File: src/rtl/l1_tag_ctrl.sv
// Tag-SRAM controller for the L1 cache: post-reset/flush clear sweep, lookup pipeline with skid buffer, write port arbitration.
// Optional performance counters are enabled by defining L1_TAG_PERF_CNT_EN.
module l1_tag_ctrl #(
    parameter int TAG_WIDTH   = 18,
    parameter int INDEX_WIDTH = 8,
    parameter int ENTRY_WIDTH = TAG_WIDTH + 1
) (
    input  logic                   clk,
    input  logic                   rst_n,
    input  logic                   lk_valid,
    output logic                   lk_ready,
    input  logic [INDEX_WIDTH-1:0] lk_index,
    input  logic [TAG_WIDTH-1:0]   lk_tag,
    output logic                   rsp_valid,
    input  logic                   rsp_ready,
    output logic                   rsp_hit,
    output logic                   rsp_entry_valid,
    output logic [TAG_WIDTH-1:0]   rsp_tag,
    input  logic                   wr_valid,
    output logic                   wr_ready,
    input  logic [INDEX_WIDTH-1:0] wr_index,
    input  logic [TAG_WIDTH-1:0]   wr_tag,
    input  logic                   wr_set_valid,
    input  logic                   flush,
    output logic                   busy,
    output logic                   sram_csb0,
    output logic [INDEX_WIDTH-1:0] sram_addr0,
    output logic [ENTRY_WIDTH-1:0] sram_din0,
    output logic                   sram_csb1,
    output logic [INDEX_WIDTH-1:0] sram_addr1,
    input  logic [ENTRY_WIDTH-1:0] sram_dout1
`ifdef L1_TAG_PERF_CNT_EN
    ,
    output logic [31:0]            perf_lookups,
    output logic [31:0]            perf_hits
`endif
);

    localparam int RSP_W = ENTRY_WIDTH + 1;
    localparam logic [INDEX_WIDTH-1:0] CNT_LAST = {INDEX_WIDTH{1'b1}};
    localparam logic [INDEX_WIDTH-1:0] CNT_ONE  = {{(INDEX_WIDTH-1){1'b0}}, 1'b1};

    typedef enum logic [1:0] {
        ST_RST  = 2'd0,
        ST_INIT = 2'd1,
        ST_RUN  = 2'd2
    } state_e;

    state_e                 state_q, state_d;
    logic [INDEX_WIDTH-1:0] cnt_q, cnt_d;

    logic                   inflight_q, inflight_d;
    logic [TAG_WIDTH-1:0]   lk_tag_q, lk_tag_d;
    logic                   fwd_q, fwd_d;
    logic [ENTRY_WIDTH-1:0] fwd_entry_q, fwd_entry_d;
    logic                   rsp_valid_q, rsp_valid_d;
    logic [RSP_W-1:0]       rsp_q, rsp_d;
    logic                   skid_valid_q, skid_valid_d;
    logic [RSP_W-1:0]       skid_q, skid_d;

    logic                   run_s;
    logic                   lk_ready_s;
    logic                   wr_ready_s;
    logic                   lk_fire_s;
    logic                   wr_fire_s;
    logic                   collide_s;
    logic                   pop_s;
    logic [ENTRY_WIDTH-1:0] entry_s;
    logic                   hit_s;

    assign run_s      = (state_q == ST_RUN);
    assign wr_ready_s = run_s && !flush;
    // A new lookup is refused whenever its response would have nowhere to land.
    assign lk_ready_s = run_s && !flush && !skid_valid_q && !(inflight_q && rsp_valid_q && !rsp_ready);
    assign lk_fire_s  = lk_valid && lk_ready_s;
    assign wr_fire_s  = wr_valid && wr_ready_s;
    assign collide_s  = lk_fire_s && wr_fire_s && (lk_index == wr_index);
    assign pop_s      = rsp_valid_q && rsp_ready;

    assign entry_s = fwd_q ? fwd_entry_q : sram_dout1;
    assign hit_s   = entry_s[TAG_WIDTH] && (entry_s[TAG_WIDTH-1:0] == lk_tag_q);

    // FSM state and sweep counter register
    always_ff @(posedge clk or negedge rst_n) begin
        if (!rst_n) begin
            state_q <= ST_RST;
            cnt_q   <= '0;
        end else begin
            state_q <= state_d;
            cnt_q   <= cnt_d;
        end
    end

    // FSM next-state logic
    always_comb begin
        state_d = state_q;
        cnt_d   = cnt_q;
        case (state_q)
            ST_RST: begin
                state_d = ST_INIT;
                cnt_d   = '0;
            end
            ST_INIT: begin
                cnt_d = cnt_q + CNT_ONE;
                if (cnt_q == CNT_LAST) begin
                    state_d = ST_RUN;
                end else begin
                    state_d = ST_INIT;
                end
            end
            ST_RUN: begin
                if (flush) begin
                    state_d = ST_INIT;
                    cnt_d   = '0;
                end else begin
                    state_d = ST_RUN;
                end
            end
            default: begin
                state_d = ST_RST;
                cnt_d   = '0;
            end
        endcase
    end

    // FSM outputs: handshakes, busy and SRAM port controls
    always_comb begin
        busy       = 1'b1;
        lk_ready   = 1'b0;
        wr_ready   = 1'b0;
        sram_csb0  = 1'b1;
        sram_addr0 = '0;
        sram_din0  = '0;
        sram_csb1  = 1'b1;
        sram_addr1 = '0;
        case (state_q)
            ST_INIT: begin
                sram_csb0  = 1'b0;
                sram_addr0 = cnt_q;
            end
            ST_RUN: begin
                busy     = 1'b0;
                lk_ready = lk_ready_s;
                wr_ready = wr_ready_s;
                if (wr_fire_s) begin
                    sram_csb0  = 1'b0;
                    sram_addr0 = wr_index;
                    sram_din0  = {wr_set_valid, wr_tag};
                end else begin
                    sram_csb0  = 1'b1;
                end
                // A same-index write in this cycle is forwarded instead of read.
                if (lk_fire_s && !collide_s) begin
                    sram_csb1  = 1'b0;
                    sram_addr1 = lk_index;
                end else begin
                    sram_csb1  = 1'b1;
                end
            end
            default: begin
                busy = 1'b1;
            end
        endcase
    end

    // Lookup pipeline, response register and skid buffer next-state
    always_comb begin
        inflight_d   = lk_fire_s;
        lk_tag_d     = lk_fire_s ? lk_tag : lk_tag_q;
        fwd_d        = collide_s;
        fwd_entry_d  = collide_s ? {wr_set_valid, wr_tag} : fwd_entry_q;
        rsp_valid_d  = rsp_valid_q;
        rsp_d        = rsp_q;
        skid_valid_d = skid_valid_q;
        skid_d       = skid_q;
        if (pop_s) begin
            if (skid_valid_q) begin
                rsp_d        = skid_q;
                skid_valid_d = 1'b0;
            end else if (inflight_q) begin
                rsp_d = {hit_s, entry_s};
            end else begin
                rsp_valid_d = 1'b0;
            end
        end else if (!rsp_valid_q) begin
            if (inflight_q) begin
                rsp_valid_d = 1'b1;
                rsp_d       = {hit_s, entry_s};
            end else begin
                rsp_valid_d = 1'b0;
            end
        end else begin
            if (inflight_q) begin
                skid_valid_d = 1'b1;
                skid_d       = {hit_s, entry_s};
            end else begin
                skid_valid_d = skid_valid_q;
            end
        end
    end

    // Lookup pipeline, response register and skid buffer state
    always_ff @(posedge clk or negedge rst_n) begin
        if (!rst_n) begin
            inflight_q   <= 1'b0;
            lk_tag_q     <= '0;
            fwd_q        <= 1'b0;
            fwd_entry_q  <= '0;
            rsp_valid_q  <= 1'b0;
            rsp_q        <= '0;
            skid_valid_q <= 1'b0;
            skid_q       <= '0;
        end else begin
            inflight_q   <= inflight_d;
            lk_tag_q     <= lk_tag_d;
            fwd_q        <= fwd_d;
            fwd_entry_q  <= fwd_entry_d;
            rsp_valid_q  <= rsp_valid_d;
            rsp_q        <= rsp_d;
            skid_valid_q <= skid_valid_d;
            skid_q       <= skid_d;
        end
    end

    assign rsp_valid       = rsp_valid_q;
    assign rsp_hit         = rsp_q[RSP_W-1];
    assign rsp_entry_valid = rsp_q[TAG_WIDTH];
    assign rsp_tag         = rsp_q[TAG_WIDTH-1:0];

`ifdef L1_TAG_PERF_CNT_EN
    logic [31:0] perf_lookups_q;
    logic [31:0] perf_hits_q;
    logic        init_entry_s;

    assign init_entry_s = (state_d == ST_INIT) && (state_q != ST_INIT);

    // Saturating pop/hit counters, cleared whenever a clear sweep starts
    always_ff @(posedge clk or negedge rst_n) begin
        if (!rst_n) begin
            perf_lookups_q <= 32'd0;
            perf_hits_q    <= 32'd0;
        end else if (init_entry_s) begin
            perf_lookups_q <= 32'd0;
            perf_hits_q    <= 32'd0;
        end else begin
            if (pop_s && (perf_lookups_q != 32'hFFFF_FFFF)) begin
                perf_lookups_q <= perf_lookups_q + 32'd1;
            end
            if (pop_s && rsp_q[RSP_W-1] && (perf_hits_q != 32'hFFFF_FFFF)) begin
                perf_hits_q <= perf_hits_q + 32'd1;
            end
        end
    end

    assign perf_lookups = perf_lookups_q;
    assign perf_hits    = perf_hits_q;
`endif

endmodule

File: config.mk
export PLATFORM = sky130hd
export DESIGN_NAME = l1_tag_ctrl
export DESIGN_NICKNAME = d
export VERILOG_FILES = /design/src/rtl/l1_tag_ctrl.sv
export SDC_FILE = /design/constraint.sdc
export NUM_CORES = 1
export LEC_CHECK = 0
export BUFFER_PORTS_ARGS = -buffer_cell sky130_fd_sc_hd__buf_2
export CORE_UTILIZATION = 35
export DETAILED_ROUTE_END_ITERATION = 6
export SLEW_MARGIN = 0
export SYNTH_ARGS = -nofsm -noshare
export SYNTH_HDL_FRONTEND = slang
export SYNTH_SLANG_ARGS = --single-unit
File: constraint.sdc
create_clock -name clk -period 3.2 [get_ports clk]
set_clock_uncertainty 0.2 [all_clocks]
set_input_delay 0.32 -clock clk [delete_from_list [all_inputs] [get_ports clk]]
set_output_delay 0.32 -clock clk [all_outputs]
set_load 0.02 [all_outputs]
* Word-level counts from Yosys, hierarchy flattened
Index checks and enable logic that the tools add are counted.
Word-level totals: bits of input ports 78, output and inout port bits 61, register bits after elaboration 91, logic and storage cells 75
Operators by class: add/subtract/negate cells 1, multiplexer cells 31, reduce and logical (&&, ||, !) cells 23, bitwise logic cells 1, equality and inequality tests 9
Operator list (count):
- 20-bit 2-to-1 mux | 4
- 19-bit 2-to-1 mux | 3
- 8-bit 2-to-1 mux | 4
- 8-bit one-hot mux with 2 select lines | 2
- 18-bit equality test | 1
- 1-bit 2-to-1 mux | 14
- 1-bit logical AND | 12
- 8-bit by 1-bit adder with 8-bit output (second input constant) | 1
- 8-bit equality test | 1
- 8-bit equality test (second input constant) | 1
- 2-bit != test (second input constant) | 3
- 2-bit one-hot mux with 3 select lines | 1
- 1-bit zero test | 5
- 2-bit 2-to-1 mux | 2
- 2-bit AND reduction | 2
- 2-bit nonzero test | 2
- 3-bit AND reduction | 1
- 2-bit by 1-bit equality test with 1-bit output (second input constant) | 1
- 2-bit equality test (second input constant) | 1
- 2-bit zero test | 1
- 2-bit by 1-bit != test with 1-bit output (second input constant) | 1
- 1-bit one-hot mux with 2 select lines | 1
- 1-bit NOT | 1

* Logic depth before layout (Yosys ltp)
Gate-level depths: netlist of run 1.
word-level depth 11, depth in mapped cells 10, gate-level depth less buffers 7

* Least setup slack after synthesis of run 1
No wires, ideal clock.
path type register to output, from reg state_q[0], to out sram_addr1[0], data arrival time 1926 ps, buffers on the path 2, path slack 754 ps, required time 2680 ps, stages on the path, launching flop included 10, path through dfrtp_1 > inv_1 > ha_1 > nor2b_1 > buf_2 > and3b_1 > nand2_1 > buf_2 > nor2b_2 > and2_1
Between the ends: cells in the longest elaborated chain, start to end 11, elaborated cells on any way between the ends 12, those cells by class eq/ne: 1; mux: 2; reduce/logical: 9
Ends and longest elaborated chain:
- from (decl) | line 49 | state_e state_q, state_d;
- from (signal assigned) | line 89 | state_q <= state_d;
- 2-bit equality test (*) | line 71, 136
- 1-bit logical AND | line 72, 74
- 1-bit logical AND (2 in series) | line 74 | assign lk_ready_s = run_s && !flush && !skid_valid_q && !(inflight_q && rsp_valid_q && !rsp_ready);
- 1-bit logical AND | line 75 | assign lk_fire_s = lk_valid && lk_ready_s;
- 1-bit logical AND (2 in series) | line 77 | assign collide_s = lk_fire_s && wr_fire_s && (lk_index == wr_index);
- 1-bit zero test | line 153 | if (lk_fire_s && !collide_s) begin
- 1-bit logical AND | line 153
- 8-bit 2-to-1 mux | line 153
- 8-bit 2-to-1 mux (*) | line 136 | case (state_q)
- to (decl) | line 30 | output logic [INDEX_WIDTH-1:0] sram_addr1,
Mark *: on every way between the ends. The rest lies on a longest branch, timed or not.

* Worst setup path in the final report of run 1
Same ends and word-level chain as after synthesis.

==> summary.md, run 1 <==
| Metric | Value |
|---|---|
| Die area | 13400 um^2 |
| Most frequent cells in the layout | buf_2 (137), dfrtp_1 (91), nand2_1 (49) |
| CTS tree | built |
| Adder-cell area share of the yosys netlist | 0.0138 |
| Met3 WL | 608 um |
| Final WS setup | 0.278 ns |
| Global-route wire length before repair | 18.4 mm |
| Clock Tree Root | clkbuf_16 |
| Synthesized Nets | 501 |
| Mean Syn Cell Area | 10.8 um^2 |
| Drt first pass iters | 4 |
| Pwr dens | 420 nW/um^2 |
| Clk_lat worst skew | 0.34 ns |
| Maximum vdd drop | 0.185 mV |
| Multiplexer share of the synthesized area | 0.140 |
| Avg WL per Cell | 15.7 um |
| FMAX | 342 MHz |
| Cells after synthesis | 418 |
| Status | finished, final reports clean |
| Count of pins over their slew limit | 0 |
| Wl on met1 | 5.09 mm |
| Ports | 139 |
| Synth Area in Simple Gates | 0.137 |
| Worst EP required | 2.68 ns |
| Initial cell density of the core | 0.359 |
| WHS | 0.0114 ns |
| Vias in the first global route | 3509 |
| EDFF count, synth | 0 |
| #FFs+latches synth | 91 |
| Drt total wl | 11.4 mm |
| Reg clk slew, reported paths | 0.07 ns |
| GRT overflow | 0 |
| Period utilization | 0.913 |
| H-tree levels | 3 |
| Async SR Flop Fraction | 1.00 |
| RSZ-0062 raised after global routing | no |
| Post-DP HPWL | 8.89 mm |
| Hold Vio Cnt, Final | 0 |
| Crit path max fanout | 10 |
| N_diodes | 0 |
| Critical path launch point type | flip-flop |
| CP arrival | 2.40 ns |
| Critical Path Sink Type | output pin |
| Ys Warns | 0 |
| Remaining DRCs | 0 |
| Deepest clock path buffer count | 2 |
| Post-route ant nets | 0 |
| Seq/Total Area, Yosys | 0.503 |
| Leakage | 2.87 nW |
| Clock Sinks | 91 |
| Minimum clock period | 2.92 ns |
| Uppermost routed layer | met4 |
| Largest net degree at the start of global routing | 47 |
| PortBufs | 138 |
| Die W | 116 um |
| Met2 wire length | 5.63 mm |
| Core Box Area | 12600 um^2 |
| Synth Area in Compound Gates | 0.114 |
| Routed vias/inst | 4.87 |
| Row cnt | 41 |
| Setup TNS | 0 ns |
| Commonest non-fill, non-tap cell in the layout | buf_2 |
| Total GRT Usage | 0.182 |
| DP Cell Count | 709 |
| Die Y | 116 um |
| Synth Area in XOR/XNOR | 0.0561 |
| Synth Flop Type | dfrtp_1 |
| Initial antenna violation count | 0 |
| Max cap viols | 0 |
| Yosys cell types | 39 |
| 1st-iter DRT viols | 171 |
| Non-filler cells, final | 726 |
| CTS buffer count | 9 |
| Vias | 3537 |
| Largest family of logic cells by synthesized area | multiplexers |
| Layout area overhead | 25.4% |
| CTS-repair resized insts | 0 |
| Worst slack, placed | 0.618 ns |
| Relative slew slack | 0.573 |
| Setup violations, final | 0 |
| Share of cells above drive strength 1 | 0.370 |
| Worst Setup Path Type | reg -> out |
| GPL Wtd Cong | 0.845 |
| Layout Nets | 633 |
| Mapped Area | 4530 um^2 |
| Worst slew pin tran | 0.639 ns |
| Worst Hold Class | in -> reg |
through the flow:
| stage | instance area, um^2 | total power, W | util |
|---|---|---|---|
| CTS | 5680 | 0.00242 | 0.450 |
| floorplan | 4530 | 0.00129 | - |
| detailed placement | 5390 | 0.00142 | 0.427 |
| finish | 5680 | 0.00239 | 0.450 |
| global route | 5680 | 0.00248 | 0.450 |
| global placement | 5390 | 0.00141 | 0.427 |
power by group:
part	leakage [nW]	internal, W	total (W)	switching [W]
logic	1.50	0.0000882	0.000206	0.000118
registers	1.23	0.00117	0.00119	0.0000128
clock network	0.130	0.000532	0.000995	0.000464
total	2.87	0.00179	0.00239	0.000594
kinds of logic after synthesis:
logic type | count (synthesis)
muxes | 57
buffers and inverters | 33
adders and majority gates | 5
DFF | 91
AOI/OAI and AO/OA | 81
and+or+nand+nor | 122
xor gates and xnor gates | 29
cell type report:
cell class	instances	area, um^2
Clock buffer	9	225
Clock inverter	6	48.8
Fill cell	1215	6940
Inverter	6	22.5
Multi-Input combinational cell	294	2090
Sequential cell	91	2280
Tap cell	172	215
Timing Repair Buffer	148	798
synthesized netlist by cell type, drive strengths merged, types with 2 or more instances:
cell type | n | area (um^2)
dfrtp | 91 | 2280
nand2 | 49 | 184
o21ai | 45 | 225
mux2 | 39 | 439
a22o | 21 | 184
and3 | 21 | 131
clkbuf | 19 | 71.3
xnor2 | 19 | 166
mux2i | 18 | 196
nor2b | 11 | 71.3
and2 | 10 | 62.6
nor2 | 10 | 37.5
xor2 | 10 | 87.6
a22oi | 8 | 60.1
buf | 8 | 68.8
nand3 | 7 | 35.0
inv | 6 | 22.5
nor4 | 6 | 43.8
ha | 5 | 62.6
a21oi | 3 | 15.0
nand2b | 2 | 12.5
nor3 | 2 | 10.0
metal layers:
layer,up-vias,global-route usage
li1,1731,-
met1,1686,0.241
met2,107,0.304
met3,13,0.0382
met4,0,0.0444
met5,-,0
critical path, cell delays in order, from the launching register on:
cell and delay (ns):
dfrtp_1 0.40, inv_1 0.10, ha_1 0.19, nor2b_2 0.29, and2_1 0.38, nand3_1 0.16
nor2b_2 0.22, and2_1 0.16, buf_2 0.15
what timing repair did:
action | CTS | global route
hold buffers | 2 | 0
setup buffers | 0 | 0
endpoints found under the hold margin | 46 | 0
state kept, by name, summed over array words and instances, names as in the netlist:
register      flops
rsp_valid         1
skid_q           20
rsp_q            20
lk_tag_q         18
cnt_q             8
state_q           2
fwd_entry_q      19
fwd_q             1
inflight_q        1
skid_valid_q      1
worst paths after layout:
check,endpoint,slack (ns),startpoint,depth (start not counted)
worst max-delay path,sram_addr1[0],0.28,state_q[0],8
min in group asynchronous,lk_tag_q[2],0.34,rst_n,2
worst max register to register,fwd_entry_q[14],0.59,state_q[0],8
worst min register to register,skid_q[12],0.28,skid_q[12],2
max in group asynchronous,lk_tag_q[10],1.79,rst_n,3
worst min-delay path,lk_tag_q[15],0.01,lk_tag[15],2
No activity file was read; power rests on OpenSTA's default activity.
==> inputs of run 2 (changes only) <==
--- a/config.mk
+++ b/config.mk
@@ -6,8 +6,9 @@
 export NUM_CORES = 1
 export LEC_CHECK = 0
 export BUFFER_PORTS_ARGS = -buffer_cell sky130_fd_sc_hd__buf_2
-export CORE_UTILIZATION = 35
+export CORE_UTILIZATION = 50
 export DETAILED_ROUTE_END_ITERATION = 6
+export PLACE_DENSITY = 0.84
 export SLEW_MARGIN = 0
 export SYNTH_ARGS = -nofsm -noshare
 export SYNTH_HDL_FRONTEND = slang
==> summary.md, run 2 (synthesized netlist as in run 1, its figures left out) <==
| Metric | Value |
|---|---|
| PortBufs | 138 (unchanged) |
| Layout Nets | 649 (+2.5%) |
| Row cnt | 34 (-17%) |
| Die W | 97.2 um (-16%) |
| Clock Tree Root | clkbuf_8 |
| Worst Hold Class | in -> async |
| N_diodes | 0 (unchanged) |
| Worst Setup Path Type | reg -> out |
| Failing checks | negative hold slack |
| Critical Path Sink Type | output pin |
| RSZ-0062 raised after global routing | no |
| Commonest non-fill, non-tap cell in the layout | buf_2 |
| Setup violations, final | 0 (unchanged) |
| Die Y | 97.2 um (-16%) |
| Vias | 3722 (+5.2%) |
| WHS | -0.0224 ns (-0.0339 ns) |
| R2R cell count | 4 (-4) |
| Setup TNS | 0 ns (unchanged) |
| Ports | 139 (unchanged) |
| Max cap viols | 0 (unchanged) |
| NetSw | 0.000534 W (-10%) |
| Count of pins over their slew limit | 0 (unchanged) |
| FMAX | 337 MHz (-1.6%) |
| GPL Wtd Cong | 0.842 (-0.34%) |
| Worst EP required | 2.68 ns (about the same) |
| Global-route wire length before repair | 18.1 mm (-1.4%) |
| Initial antenna violation count | 0 (unchanged) |
| Die area | 9440 um^2 (-30%) |
| Switch share | 0.251 (+0.00171) |
| Hold Vio Cnt, Final | 57 (+57) |
| Drt first pass iters | 4 (unchanged) |
| Critical path launch point type | flip-flop |
| R2R Setup Slk | 0.57 ns (-0.02 ns) |
| Drt total wl | 11.1 mm (-3.3%) |
| Clock Sinks | 91 (unchanged) |
| Pwr dens | 377 nW/um^2 (-10%) |
| CTS buffer count | 9 (unchanged) |
| # fillers | 680 (-44%) |
| Deepest clock path buffer count | 2 (unchanged) |
| Initial cell density of the core | 0.517 (+0.158) |
| Design area | 5650 um^2 (-0.53%) |
| Placement Cell Area | 5280 um^2 (-2.0%) |
| Slowest cell on crit path | dfrtp_1 |
| Crit path max fanout | 13 (+3) |
| Seq. cell area | 2280 um^2 (unchanged) |
| Layout area overhead | 24.8% |
| Leakage | 2.89 nW (+0.65%) |
| Multi-input gate area | 2090 um^2 (about the same) |
| Remaining DRCs | 0 (unchanged) |
| Clk_lat worst skew | 0.36 ns (+0.02 ns) |
| Period utilization | 0.928 (+0.0152) |
| Avg WL per Cell | 16.3 um (+3.4%) |
| Crit path largest cell delay | 0.41 ns (about the same) |
| Clk pwr share | 0.343 (-0.074) |
| Worst reg2reg path startpoint | rsp_valid |
| Seq pwr share | 0.556 (+0.059) |
| 1st-iter DRT viols | 192 (+12%) |
| Reg2reg end | rsp_q[17] |
| GRT overflow | 0 (unchanged) |
| Total GRT Usage | 0.245 (+0.0633) |
| Cell internal pwr | 0.00160 W (-11%) |
| Most frequent cells in the layout | buf_2 (137), dfrtp_1 (91), nand2_1 (49) |
| CP Cell Sequence | inv_1 -> ha_1 -> nor2b_2 -> buf_4 -> and3b_1 -> nand2_1 -> nor2b_2 -> and2_1 -> buf_2 |
| Maximum vdd drop | 0.230 mV (+24%) |
| Routed vias/inst | 5.48 (+13%) |
| Finished Core Util | 0.645 (+0.195) |
| CP arrival | 2.45 ns (+0.05 ns) |
| Minimum clock period | 2.97 ns (+0.0487 ns) |
| Relative slew slack | 0.194 (-0.378) |
| DP Cell Count | 645 (-9.0%) |
| H-tree levels | 3 (unchanged) |
| Comb pwr share | 0.101 (+0.015) |
| CTS tree | built |
| Non-filler cells, final | 679 (-6.5%) |
| Biggest regs | rsp_q: 20 flops, skid_q: 20 flops, fwd_entry_q: 19 flops |
| Core Box Area | 8760 um^2 (-31%) |
| Reg clk slew, reported paths | 0.09 ns (+0.02 ns) |
| Worst slew pin tran | 1.20 ns (+0.561 ns) |
| Largest net degree at the start of global routing | 92 (+96%) |
| Vias in the first global route | 3686 (+5.0%) |
| Most used cell, CP | nor2b_2 |
| Share of cells above drive strength 1 | 0.363 (-0.00751) |
| Status | complete, but fails checks |
| Post-DP HPWL | 8.28 mm (-6.9%) |
| Post-route ant nets | 0 (unchanged) |
==> run 2: area by class of cell <==
cell class | count | area share
Inverter | 6 | 0.00399
Timing Repair Buffer | 164 | 0.165
Clock inverter | 5 | 0.00642
Clock buffer | 11 | 0.0268
Multi-Input combinational cell | 294 | 0.371
Tap cell | 108 | 0.0239
Sequential cell | 91 | 0.403
==> run 2: worst max path at each step <==
stage	startpoint	endpoint	slack [ns]
after detailed placement	state_q[0]	fwd_entry_q[12]	0.55
after global routing	state_q[0]	sram_addr1[2]	0.1
after floorplan	state_q[0]	sram_addr1[0]	0.75
after global placement	state_q[0]	fwd_entry_q[11]	0.68
final	state_q[0]	sram_addr1[0]	0.23
after CTS	state_q[0]	sram_addr1[0]	0.14
==> run 2: critical path, delay by kind of cell (launching register included) <==
kind                     cells  cell delay (ns)
adder cells (fa/ha/maj)      1             0.19
buffers and inverters        3             0.46
flip-flops                   1             0.41
AND/OR/NAND/NOR              5             1.03
==> run 2: repair_timing <==
action	in CTS	in global routing
resized for setup	0	1
hold buffers	18	0
buffers inserted	0	0
setup endpoints to repair	0	7
endpoints found under the hold margin	18	0
==> run 2: power groups by stage <==
stage | Combinational [W] | Clock, W | Sequential, W
detailed placement | 0.000201 | 0 | 0.00121
global placement | 0.000196 | 0 | 0.00121
global route | 0.000233 | 0.000797 | 0.00119
finish | 0.000216 | 0.000730 | 0.00118
CTS | 0.000218 | 0.000746 | 0.00118
floorplan | 0.0000549 | 0 | 0.00123
==> run 2: per-layer routing <==
layer	up-vias	track usage	routed length, um
li1	1756	-	-
met1	1780	0.314	4510
met2	160	0.405	5540
met3	26	0.0439	612
met4	0	0.113	388
met5	-	0	0
==> run 2: stage by stage <==
step	total power, W	setup slack, ns	hold slack [ns]
final	0.00213	0.229	-0.0224
after global routing	0.00222	0.100	0.00109
after CTS	0.00215	0.144	0.00207
after detailed placement	0.00141	0.551	0.270
after global placement	0.00140	0.681	0.261
after floorplan	0.00129	0.754	-0.176
